File: config.mk
export PLATFORM = sky130hd
export DESIGN_NAME = pipeline_one_flat
export DESIGN_NICKNAME = d
export VERILOG_FILES = /design/src/rtl/pipeline_one_if.sv /design/src/rtl/pipeline_one.sv /design/src/flat_wrapper.sv
export SDC_FILE = /design/constraint.sdc
export NUM_CORES = 1
export LEC_CHECK = 0
export BUFFER_PORTS_ARGS = -buffer_cell sky130_fd_sc_hd__clkbuf_2
export CORE_ASPECT_RATIO = 0.9
export CORE_UTILIZATION = 40
export CTS_CLUSTER_SIZE = 25
export DETAILED_ROUTE_END_ITERATION = 10
export GPL_ROUTABILITY_DRIVEN = 0
export SETUP_SLACK_MARGIN = 0.5
export SLEW_MARGIN = 30
export SYNTH_ARGS = -nofsm -noshare
export SYNTH_HDL_FRONTEND = slang
export SYNTH_SLANG_ARGS = --single-unit
File: constraint.sdc
create_clock -name clk -period 4.1 [get_ports clk]
set_clock_uncertainty 0.15 [all_clocks]
set_input_delay 0.205 -clock clk [delete_from_list [all_inputs] [get_ports clk]]
set_output_delay 0.205 -clock clk [all_outputs]
set_load 0.05 [all_outputs]
File: src/rtl/pipeline_one_if.sv
// rtl/pipeline_one_if.sv - link and stage-two handshake bundle for pipeline_one (four ports n/s/e/w).
// Stats outputs exist only when PIPELINE_ONE_STATS_EN is defined.
interface pipeline_one_if;
  logic [9:0] n_in, s_in, e_in, w_in;
  logic       n_in_vld, s_in_vld, e_in_vld, w_in_vld;
  logic       n_in_rdy, s_in_rdy, e_in_rdy, w_in_rdy;
  logic [9:0] nty, sty, ety, wty;
  logic [2:0] n_route, s_route, e_route, w_route;
  logic       n_out_vld, s_out_vld, e_out_vld, w_out_vld;
  logic       n_out_rdy, s_out_rdy, e_out_rdy, w_out_rdy;
`ifdef PIPELINE_ONE_STATS_EN
  logic [15:0] n_fwd_cnt, s_fwd_cnt, e_fwd_cnt, w_fwd_cnt;
`endif

  modport master (
    output n_in, s_in, e_in, w_in,
    output n_in_vld, s_in_vld, e_in_vld, w_in_vld,
    input  n_in_rdy, s_in_rdy, e_in_rdy, w_in_rdy,
    input  nty, sty, ety, wty,
    input  n_route, s_route, e_route, w_route,
    input  n_out_vld, s_out_vld, e_out_vld, w_out_vld,
`ifdef PIPELINE_ONE_STATS_EN
    input  n_fwd_cnt, s_fwd_cnt, e_fwd_cnt, w_fwd_cnt,
`endif
    output n_out_rdy, s_out_rdy, e_out_rdy, w_out_rdy
  );

  modport slave (
    input  n_in, s_in, e_in, w_in,
    input  n_in_vld, s_in_vld, e_in_vld, w_in_vld,
    output n_in_rdy, s_in_rdy, e_in_rdy, w_in_rdy,
    output nty, sty, ety, wty,
    output n_route, s_route, e_route, w_route,
    output n_out_vld, s_out_vld, e_out_vld, w_out_vld,
`ifdef PIPELINE_ONE_STATS_EN
    output n_fwd_cnt, s_fwd_cnt, e_fwd_cnt, w_fwd_cnt,
`endif
    input  n_out_rdy, s_out_rdy, e_out_rdy, w_out_rdy
  );
endinterface

File: src/rtl/pipeline_one.sv
// rtl/pipeline_one.sv - router input stage: per-port FIFO, XY route tag, registered output to stage two.
// Optional per-port forward counters under PIPELINE_ONE_STATS_EN.
module pipeline_one #(
  parameter int MY_X  = 1,
  parameter int MY_Y  = 1,
  parameter int DEPTH = 2
) (
  input logic           clk,
  input logic           rst_n,
  pipeline_one_if.slave bus
);
  localparam int          AW       = $clog2(DEPTH);
  localparam logic [AW:0] FULL_CNT = (AW + 1)'(DEPTH);
  localparam logic [1:0]  MX       = 2'(MY_X);
  localparam logic [1:0]  MYY      = 2'(MY_Y);

  localparam logic [2:0] R_NORTH = 3'd0;
  localparam logic [2:0] R_SOUTH = 3'd1;
  localparam logic [2:0] R_EAST  = 3'd2;
  localparam logic [2:0] R_WEST  = 3'd3;
  localparam logic [2:0] R_LOCAL = 3'd4;

  function automatic logic [2:0] xy_route(input logic [9:0] flit);
    logic [1:0] dx;
    logic [1:0] dy;
    dx = flit[9:8];
    dy = flit[7:6];
    if (dx > MX)       xy_route = R_EAST;
    else if (dx < MX)  xy_route = R_WEST;
    else if (dy > MYY) xy_route = R_NORTH;
    else if (dy < MYY) xy_route = R_SOUTH;
    else               xy_route = R_LOCAL;
  endfunction

  // Port index order everywhere: 0 = n, 1 = s, 2 = e, 3 = w
  logic [9:0]  in_flit [4];
  logic        in_vld  [4];
  logic        in_rdy  [4];
  logic [9:0]  out_flit[4];
  logic [2:0]  out_rte [4];
  logic        out_vld [4];
  logic        out_rdy [4];

  assign in_flit[0] = bus.n_in;     assign in_flit[1] = bus.s_in;
  assign in_flit[2] = bus.e_in;     assign in_flit[3] = bus.w_in;
  assign in_vld[0]  = bus.n_in_vld; assign in_vld[1]  = bus.s_in_vld;
  assign in_vld[2]  = bus.e_in_vld; assign in_vld[3]  = bus.w_in_vld;
  assign out_rdy[0] = bus.n_out_rdy; assign out_rdy[1] = bus.s_out_rdy;
  assign out_rdy[2] = bus.e_out_rdy; assign out_rdy[3] = bus.w_out_rdy;

  assign bus.n_in_rdy  = in_rdy[0];   assign bus.s_in_rdy  = in_rdy[1];
  assign bus.e_in_rdy  = in_rdy[2];   assign bus.w_in_rdy  = in_rdy[3];
  assign bus.nty       = out_flit[0]; assign bus.sty       = out_flit[1];
  assign bus.ety       = out_flit[2]; assign bus.wty       = out_flit[3];
  assign bus.n_route   = out_rte[0];  assign bus.s_route   = out_rte[1];
  assign bus.e_route   = out_rte[2];  assign bus.w_route   = out_rte[3];
  assign bus.n_out_vld = out_vld[0];  assign bus.s_out_vld = out_vld[1];
  assign bus.e_out_vld = out_vld[2];  assign bus.w_out_vld = out_vld[3];

`ifdef PIPELINE_ONE_STATS_EN
  logic [15:0] fwd_cnt[4];
  assign bus.n_fwd_cnt = fwd_cnt[0]; assign bus.s_fwd_cnt = fwd_cnt[1];
  assign bus.e_fwd_cnt = fwd_cnt[2]; assign bus.w_fwd_cnt = fwd_cnt[3];
`endif

  for (genvar g = 0; g < 4; g++) begin : g_port
    logic [9:0]    mem [DEPTH];
    logic [AW-1:0] wptr;
    logic [AW-1:0] rptr;
    logic [AW:0]   count;
    logic [9:0]    flit_q;
    logic [2:0]    route_q;
    logic          vld_q;
    logic          push;
    logic          pop;

    // rst_n gating keeps in_rdy low for the whole reset, not just after the first edge
    assign in_rdy[g] = rst_n && (count != FULL_CNT);
    assign push      = in_vld[g] && in_rdy[g];
    assign pop       = (count != '0) && (!vld_q || out_rdy[g]);

    always_ff @(posedge clk) begin
      if (push) mem[wptr] <= in_flit[g];
    end

    always_ff @(posedge clk or negedge rst_n) begin
      if (!rst_n) begin
        wptr  <= '0;
        rptr  <= '0;
        count <= '0;
      end else begin
        if (push) wptr <= wptr + 1'b1;
        if (pop)  rptr <= rptr + 1'b1;
        if (push && !pop)      count <= count + 1'b1;
        else if (pop && !push) count <= count - 1'b1;
      end
    end

    // Drain leaves flit/route as-is; only the valid flag drops
    always_ff @(posedge clk or negedge rst_n) begin
      if (!rst_n) begin
        flit_q  <= '0;
        route_q <= '0;
        vld_q   <= 1'b0;
      end else if (pop) begin
        flit_q  <= mem[rptr];
        route_q <= xy_route(mem[rptr]);
        vld_q   <= 1'b1;
      end else if (out_rdy[g]) begin
        vld_q   <= 1'b0;
      end
    end

    assign out_flit[g] = flit_q;
    assign out_rte[g]  = route_q;
    assign out_vld[g]  = vld_q;

`ifdef PIPELINE_ONE_STATS_EN
    logic [15:0] cnt_q;
    always_ff @(posedge clk or negedge rst_n) begin
      if (!rst_n) begin
        cnt_q <= '0;
      end else if (vld_q && out_rdy[g] && (cnt_q != 16'hFFFF)) begin
        cnt_q <= cnt_q + 16'd1;
      end
    end
    assign fwd_cnt[g] = cnt_q;
`endif
  end
endmodule

File: src/flat_wrapper.sv
// flat-port wrapper written by rule: the top's interface ports become plain ports
module pipeline_one_flat 
#(
  parameter int MY_X  = 1,
  parameter int MY_Y  = 1,
  parameter int DEPTH = 2
)
  (clk, rst_n, bus_n_in, bus_s_in, bus_e_in, bus_w_in, bus_n_in_vld, bus_s_in_vld, bus_e_in_vld, bus_w_in_vld, bus_n_in_rdy, bus_s_in_rdy, bus_e_in_rdy, bus_w_in_rdy, bus_nty, bus_sty, bus_ety, bus_wty, bus_n_route, bus_s_route, bus_e_route, bus_w_route, bus_n_out_vld, bus_s_out_vld, bus_e_out_vld, bus_w_out_vld, bus_n_out_rdy, bus_s_out_rdy, bus_e_out_rdy, bus_w_out_rdy);
  pipeline_one_if bus_i ();
  input logic clk;
  input logic rst_n;
  input wire logic [$bits(bus_i.n_in)-1:0] bus_n_in;
  input wire logic [$bits(bus_i.s_in)-1:0] bus_s_in;
  input wire logic [$bits(bus_i.e_in)-1:0] bus_e_in;
  input wire logic [$bits(bus_i.w_in)-1:0] bus_w_in;
  input wire logic [$bits(bus_i.n_in_vld)-1:0] bus_n_in_vld;
  input wire logic [$bits(bus_i.s_in_vld)-1:0] bus_s_in_vld;
  input wire logic [$bits(bus_i.e_in_vld)-1:0] bus_e_in_vld;
  input wire logic [$bits(bus_i.w_in_vld)-1:0] bus_w_in_vld;
  output wire logic [$bits(bus_i.n_in_rdy)-1:0] bus_n_in_rdy;
  output wire logic [$bits(bus_i.s_in_rdy)-1:0] bus_s_in_rdy;
  output wire logic [$bits(bus_i.e_in_rdy)-1:0] bus_e_in_rdy;
  output wire logic [$bits(bus_i.w_in_rdy)-1:0] bus_w_in_rdy;
  output wire logic [$bits(bus_i.nty)-1:0] bus_nty;
  output wire logic [$bits(bus_i.sty)-1:0] bus_sty;
  output wire logic [$bits(bus_i.ety)-1:0] bus_ety;
  output wire logic [$bits(bus_i.wty)-1:0] bus_wty;
  output wire logic [$bits(bus_i.n_route)-1:0] bus_n_route;
  output wire logic [$bits(bus_i.s_route)-1:0] bus_s_route;
  output wire logic [$bits(bus_i.e_route)-1:0] bus_e_route;
  output wire logic [$bits(bus_i.w_route)-1:0] bus_w_route;
  output wire logic [$bits(bus_i.n_out_vld)-1:0] bus_n_out_vld;
  output wire logic [$bits(bus_i.s_out_vld)-1:0] bus_s_out_vld;
  output wire logic [$bits(bus_i.e_out_vld)-1:0] bus_e_out_vld;
  output wire logic [$bits(bus_i.w_out_vld)-1:0] bus_w_out_vld;
  input wire logic [$bits(bus_i.n_out_rdy)-1:0] bus_n_out_rdy;
  input wire logic [$bits(bus_i.s_out_rdy)-1:0] bus_s_out_rdy;
  input wire logic [$bits(bus_i.e_out_rdy)-1:0] bus_e_out_rdy;
  input wire logic [$bits(bus_i.w_out_rdy)-1:0] bus_w_out_rdy;
  assign bus_i.n_in = bus_n_in;
  assign bus_i.s_in = bus_s_in;
  assign bus_i.e_in = bus_e_in;
  assign bus_i.w_in = bus_w_in;
  assign bus_i.n_in_vld = bus_n_in_vld;
  assign bus_i.s_in_vld = bus_s_in_vld;
  assign bus_i.e_in_vld = bus_e_in_vld;
  assign bus_i.w_in_vld = bus_w_in_vld;
  assign bus_n_in_rdy = bus_i.n_in_rdy;
  assign bus_s_in_rdy = bus_i.s_in_rdy;
  assign bus_e_in_rdy = bus_i.e_in_rdy;
  assign bus_w_in_rdy = bus_i.w_in_rdy;
  assign bus_nty = bus_i.nty;
  assign bus_sty = bus_i.sty;
  assign bus_ety = bus_i.ety;
  assign bus_wty = bus_i.wty;
  assign bus_n_route = bus_i.n_route;
  assign bus_s_route = bus_i.s_route;
  assign bus_e_route = bus_i.e_route;
  assign bus_w_route = bus_i.w_route;
  assign bus_n_out_vld = bus_i.n_out_vld;
  assign bus_s_out_vld = bus_i.s_out_vld;
  assign bus_e_out_vld = bus_i.e_out_vld;
  assign bus_w_out_vld = bus_i.w_out_vld;
  assign bus_i.n_out_rdy = bus_n_out_rdy;
  assign bus_i.s_out_rdy = bus_s_out_rdy;
  assign bus_i.e_out_rdy = bus_e_out_rdy;
  assign bus_i.w_out_rdy = bus_w_out_rdy;
  pipeline_one #(.MY_X(MY_X), .MY_Y(MY_Y), .DEPTH(DEPTH)) u_core (.clk(clk), .rst_n(rst_n), .bus(bus_i));
endmodule
# After elaboration in Yosys (flattened, before gate mapping)

Memory sizes are Yosys's and may differ from the RTL's.
Index checks and enable logic that the tools add are counted.

Flip-flop bits (word level): 72
Latch bits: 0
Memory bits (writable): 80
Memory bits (read-only): 0
Input port bits: 50
Word-level logic and storage cells: 152
Memories: 4

Memory list:

| memory               | depth | bits a word | rd ports | clocked after Yosys merged registers in | write ports | line               | source |
|---|---|---|---|---|---|---|---|
| u_core.g_port[0].mem | 2     | 10          | 1        | 0                                       | 1           | pipeline_one.sv:67 | `logic [9:0] mem [DEPTH];` |
| u_core.g_port[1].mem | 2     | 10          | 1        | 0                                       | 1           | pipeline_one.sv:67 |  |
| u_core.g_port[2].mem | 2     | 10          | 1        | 0                                       | 1           | pipeline_one.sv:67 |  |
| u_core.g_port[3].mem | 2     | 10          | 1        | 0                                       | 1           | pipeline_one.sv:67 |  |

Add/subtract/negate cells: 16
$mul: 0
Divide/modulo/power cells: 0
Magnitude comparators: 16
Eq/ne operators: 4
Shifts and indexed selects: 0
Muxes and demuxes: 40
Bitwise operators: 0
Reduce and logical (&&, ||, !) cells: 48

Operator list:

| kind                | number |
|---|---|
| $mux 3              | 16 |
| $reduce_bool 2->1   | 12 |
| $logic_and 1x1->1   | 20 |
| $gt 2x1->1 const B  | 8 |
| $lt 2x1->1 const B  | 8 |
| $mux 1              | 16 |
| $mux 2              | 8 |
| $logic_not 1->1     | 12 |
| $add 1x1->1 const B | 8 |
| $add 2x1->2 const B | 4 |
| $ne 2x2->1 const B  | 4 |
| $sub 2x1->2 const B | 4 |
| $logic_or 1x1->1    | 4 |

# Logic depth before layout (Yosys ltp)

Depth in word-level cells: 7
Mapped depth: 9
Mapped depth without buffers: 7

# Least setup slack after synthesis

No wires, ideal clock.

Path type: flip-flop to flip-flop
Start: register u_core.g_port[0].vld_q, in the netlist u_core.bus.n_out_vld
End: register u_core.g_port[0].count[1]
Setup time: 0.080 ns
Arrival time: 1.820 ns
Required time: 3.870 ns
Slack: 2.050 ns
Stages on the path, launching flop included: 10
Buffers on the path: 2
Clock period less this slack: 2.050 ns
Path through: dfrtp_1 -> nor2b_1 -> buf_2 -> nor2_8 -> inv_4 -> buf_12 -> ha_1 -> xor2_1 -> nor2_1 -> xnor2_1

Longest elaborated chain between the ends: 6
Elaborated cells on any way between the ends: 8
Classes of those cells: 1 x mux; 7 x reduce/logical

RTL lines:

| what                                               | line                | source |
|---|---|---|
| from (decl)                                        | pipeline_one.sv:73  | `logic vld_q;` |
| from (signal assigned)                             | pipeline_one.sv:104 | `vld_q <= 1'b0;` |
| from (signal assigned)                             | pipeline_one.sv:108 | `vld_q <= 1'b1;` |
| from (signal assigned)                             | pipeline_one.sv:110 | `vld_q <= 1'b0;` |
| $logic_not 1->1 (*)                                | pipeline_one.sv:80  | `assign pop = (count != '0) && (!vld_q \|\| out_rdy[g]);` |
| $logic_or 1x1->1 (*)                               | pipeline_one.sv:80  |  |
| $logic_and 1x1->1 (*)                              | pipeline_one.sv:80  |  |
| $logic_not 1->1                                    | pipeline_one.sv:94  | `if (push && !pop) count <= count + 1'b1;` |
| $logic_and 1x1->1                                  | pipeline_one.sv:94  |  |
| $mux 2 / $reduce_bool 2->1 (equally long branches) | n/a                 |  |
| to (signal assigned)                               | pipeline_one.sv:94  |  |
| to (signal assigned)                               | pipeline_one.sv:95  | `else if (pop && !push) count <= count - 1'b1;` |
| to (decl)                                          | pipeline_one.sv:70  | `logic [AW:0] count;` |

Every way passes the cells marked *; elsewhere a longest branch is shown, timed or not.
A chain may end at the register's enable or synchronous reset.

# Final worst setup path

Start: input rst_n
End: memory u_core.g_port[0].mem[0][8] (enable)

Longest elaborated chain between the ends: 4

RTL lines:

| what                         | line               | source |
|---|---|---|
| from (decl)                  | flat_wrapper.sv:11 | `input logic rst_n;` |
| $logic_and 1x1->1            | pipeline_one.sv:78 | `assign in_rdy[g] = rst_n && (count != FULL_CNT);` |
| $logic_and 1x1->1            | pipeline_one.sv:79 | `assign push = in_vld[g] && in_rdy[g];` |
| $mux 1                       | pipeline_one.sv:83 | `if (push) mem[wptr] <= in_flit[g];` |
| $mux 1 (not written as such) | pipeline_one.sv:83 |  |
| to (decl)                    | pipeline_one.sv:67 |  |

No other way between the ends.

==> results.toml <==
[floorplanning]
die_area_um2 = 15800
start_util = 0.412
num_rows = 42
die_w_um = 132
core_area_um2 = 14800
die_y_um = 119
io_pins = 110

[timing]
max_freq_ghz = 0.418
setup_ws_ns = 1.71
setup-tns-final_ns = 0
fin_crit_sh = 0.584
rsz0062_at_grt = "false"
finalHoldViolCount = 0
slew_viol_final = 0
min_period_ns = 2.39
worst_pin_slew_ns = 0.953
setup_violations = 0
slew_headroom = 0.364

[layout]
final_nets = 617
drive_gt1_frac = 0.295
stdcell_count = 774
syn_to_final_growth_pct = 26.8
n_antenna_cell = 0
fillers = 1289

[setup_path]
critPathRequiredTime_ns = 3.99
cp.depth = 4
r2r-end = "u_core.g_port[0].count[1]"
crit_path_start_kind = "input pin"
arrival_ns = 2.29
critical_path_class = "in -> reg"
crit_buf_inv = 2
cp-endpoint = "u_core.g_port[0].mem[0][8]"
reg2reg_slack_ns = 1.88
worst_r2r_path_depth = 7
end_kind = "flip-flop"
rr_startpoint = "u_core.bus.n_out_vld"
slowest_stage = "nor2_1"
cp-startpoint = "rst_n"
max_stage_delay_ns = 0.71
path_cells = "dlygate4sd3_1 -> buf_4 -> o211ai_1 -> nor2_1"
path_max_fanout = 52
cp_top_family = "buffers and inverters"

[detailed_routing]
first_pass_iters = 4
viasPerCell = 4.74
drc = 0
ant_nets = 0
dr_total_vias = 3672
wl_mm = 11.5
drtIter0Drc = 140
wl_per_cell_um = 14.9

[clock_network]
h-tree-depth = 4
cts_inserted_buffers = 17
cts_setup_buffers = 0
tritoncts = "done"
cts.path.max_buffers = 2
path_clk_slew_ns = 0.06
clockRootBuffer = "clkbuf_16"
clock_latency_ns = 0.42
clock_sinks = 152

[global_routing]
antenna_found_initial = 0
grt_usage = 0.157
grt_max_degree = 53
grt_pass1_wl_mm = 18.6
grt_pass1_vias = 3693
grt_overflow = 0

[synthesis]
synthFlopType = "edfxtp_1"
ys_seq_area_frac = 0.689
syn-instance-count = 411
avgSynthCellArea_um2 = 14.8
synthTopCellsByArea = "edfxtp_1, dfrtp_1, mux2i_1"
ys_warn_count = 0
synth_edf_count = 80
netlist_area_um2 = 6100
yosysMostFrequentCell = "edfxtp_1"
ys_async_sr_fraction = 0.474
synth_fp_nets = 465
yosys-top-cells-count = "edfxtp_1, dfrtp_1, o21ai_0"
yosysTopAreaCellShare = 0.394
synth_cell_type_count = 51
synth_top_cell_by_area = "edfxtp_1"
ys_ff_latch = 152

[power_and_ir_drop]
power.leakage_nw = 3.23
powerDensity_nw_per_um2 = 824
power_w = 0.00637
peakVddDrop_mv = 0.474

[flow_run]
maxCapViolCount = 0

[status]
status = "finished clean"

[placement]
port_buffers = 109
dp.cells = 697
dp_hpwl_mm = 7.81
pre_cts_ws_ns = 1.70

[worst_hold_path]
hold_class = "in -> reg"
-- layout by cell type (no fill, tap or decap), types with 2 or more instances in the layout --
cell type / n
inv_2: 3
clkbuf_1: 2
and3_1: 4
o21a_1: 6
clkinv_2: 3
o31ai_1: 2
buf_4: 2
clkinvlp_4: 3
a211oi_1: 2
clkinv_4: 2
ha_1: 4
nand2b_1: 3
a32o_1: 4
nor2_1: 14
mux2i_1: 36
o211ai_1: 6
o2bb2ai_1: 2
xor2_1: 4
o21ai_1: 10
edfxtp_1: 80
dlygate4sd3_1: 45
clkinv_1: 2
nand2_1: 5
mux2_2: 6
clkbuf_2: 108
nor2_4: 5
clkbuf_16: 17
nor2_2: 4
bufinv_16: 2
xnor2_1: 15
o21ai_2: 7
a21o_1: 2
dfrtp_1: 72
nor3_1: 4
inv_1: 13
o21ai_0: 51
o22a_1: 2
nor2b_1: 5
-- per-layer routing --
layer	global-route usage	routed length, µm
met1	0.197	5200
met2	0.252	5620
met3	0.0430	515
met4	0.0733	180
met5	0	0
-- cells by family (layout without fill, tap and decap cells) --
group / after synthesis / after routing / share of synthesized area
AO/OA/AOI/OAI: 102 / 102 / 0.106
XOR/XNOR: 20 / 20 / 0.0299
AND/OR/NAND/NOR: 50 / 50 / 0.0505
buffers and inverters: 39 / 204 / 0.0420
adder cells (fa/ha/maj): 4 / 4 / 0.00820
flip-flops: 152 / 152 / 0.689
multiplexers: 44 / 44 / 0.0744
-- how the worst min path moves through the flow --
stage	from	to	slack [ns]	cells past startpoint
2_1_floorplan	rst_n	u_core.bus.e_out_vld	-0.24	0
3_3_place_gp	rst_n	u_core.bus.wty[5]	0.11	1
6_report	bus_n_in_vld	u_core.g_port[0].wptr	0.03	3
5_1_grt	bus_n_in_vld	u_core.g_port[0].wptr	0.02	3
4_1_cts	bus_s_in_vld	u_core.g_port[1].wptr	0.004	3
3_5_place_dp	rst_n	u_core.bus.wty[1]	0.12	1
-- sequential cells by signal, summed over array words and instances, names as in the netlist, 4 cells and up --
signal               cells
u_core.bus.ety          10
u_core.g_port.rptr       4
u_core.g_port.count      8
u_core.bus.sty          10
u_core.bus.wty          10
u_core.bus.nty          10
u_core.g_port.wptr       4
u_core.g_port.mem       80
-- timing repair --
action	CTS	global route
hold buffers	45	0
gates resized for setup	0	0
setup endpoints to repair	0	0
hold endpoints to repair	127	0
-- final cells by class --
cell class / instances / area (µm²) / share of cell area
Sequential cell: 152 / 4200 / 0.544
Multi-Input combinational cell: 220 / 1650 / 0.213
Timing Repair Buffer: 155 / 1010 / 0.130
Clock buffer: 19 / 433 / 0.0560
Tap cell: 198 / 248 / 0.0320
Clock inverter: 13 / 131 / 0.0170
Inverter: 17 / 66.3 / 0.00857
-- where the power goes --
group / internal, W / switching, W
clock network: 0.000890 / 0.000598
registers: 0.00207 / 0.000393
logic: 0.000741 / 0.00168
total: 0.00371 / 0.00267
-- worst min-delay path: stages --
cell,delay (ns)
clkbuf_2,0.09
o211ai_1,0.16
xnor2_1,0.09
-- through the flow --
stage	area [µm²]	util	hold slack, ns
2_1_floorplan	6100	-	-0.241
3_3_place_gp	6710	0.453	0.108
5_1_grt	7730	0.522	0.0214
3_5_place_dp	6710	0.453	0.117
4_1_cts	7730	0.522	0.00385
6_report	7730	0.522	0.0254
Note: power is estimated with default switching activity, not from simulation.
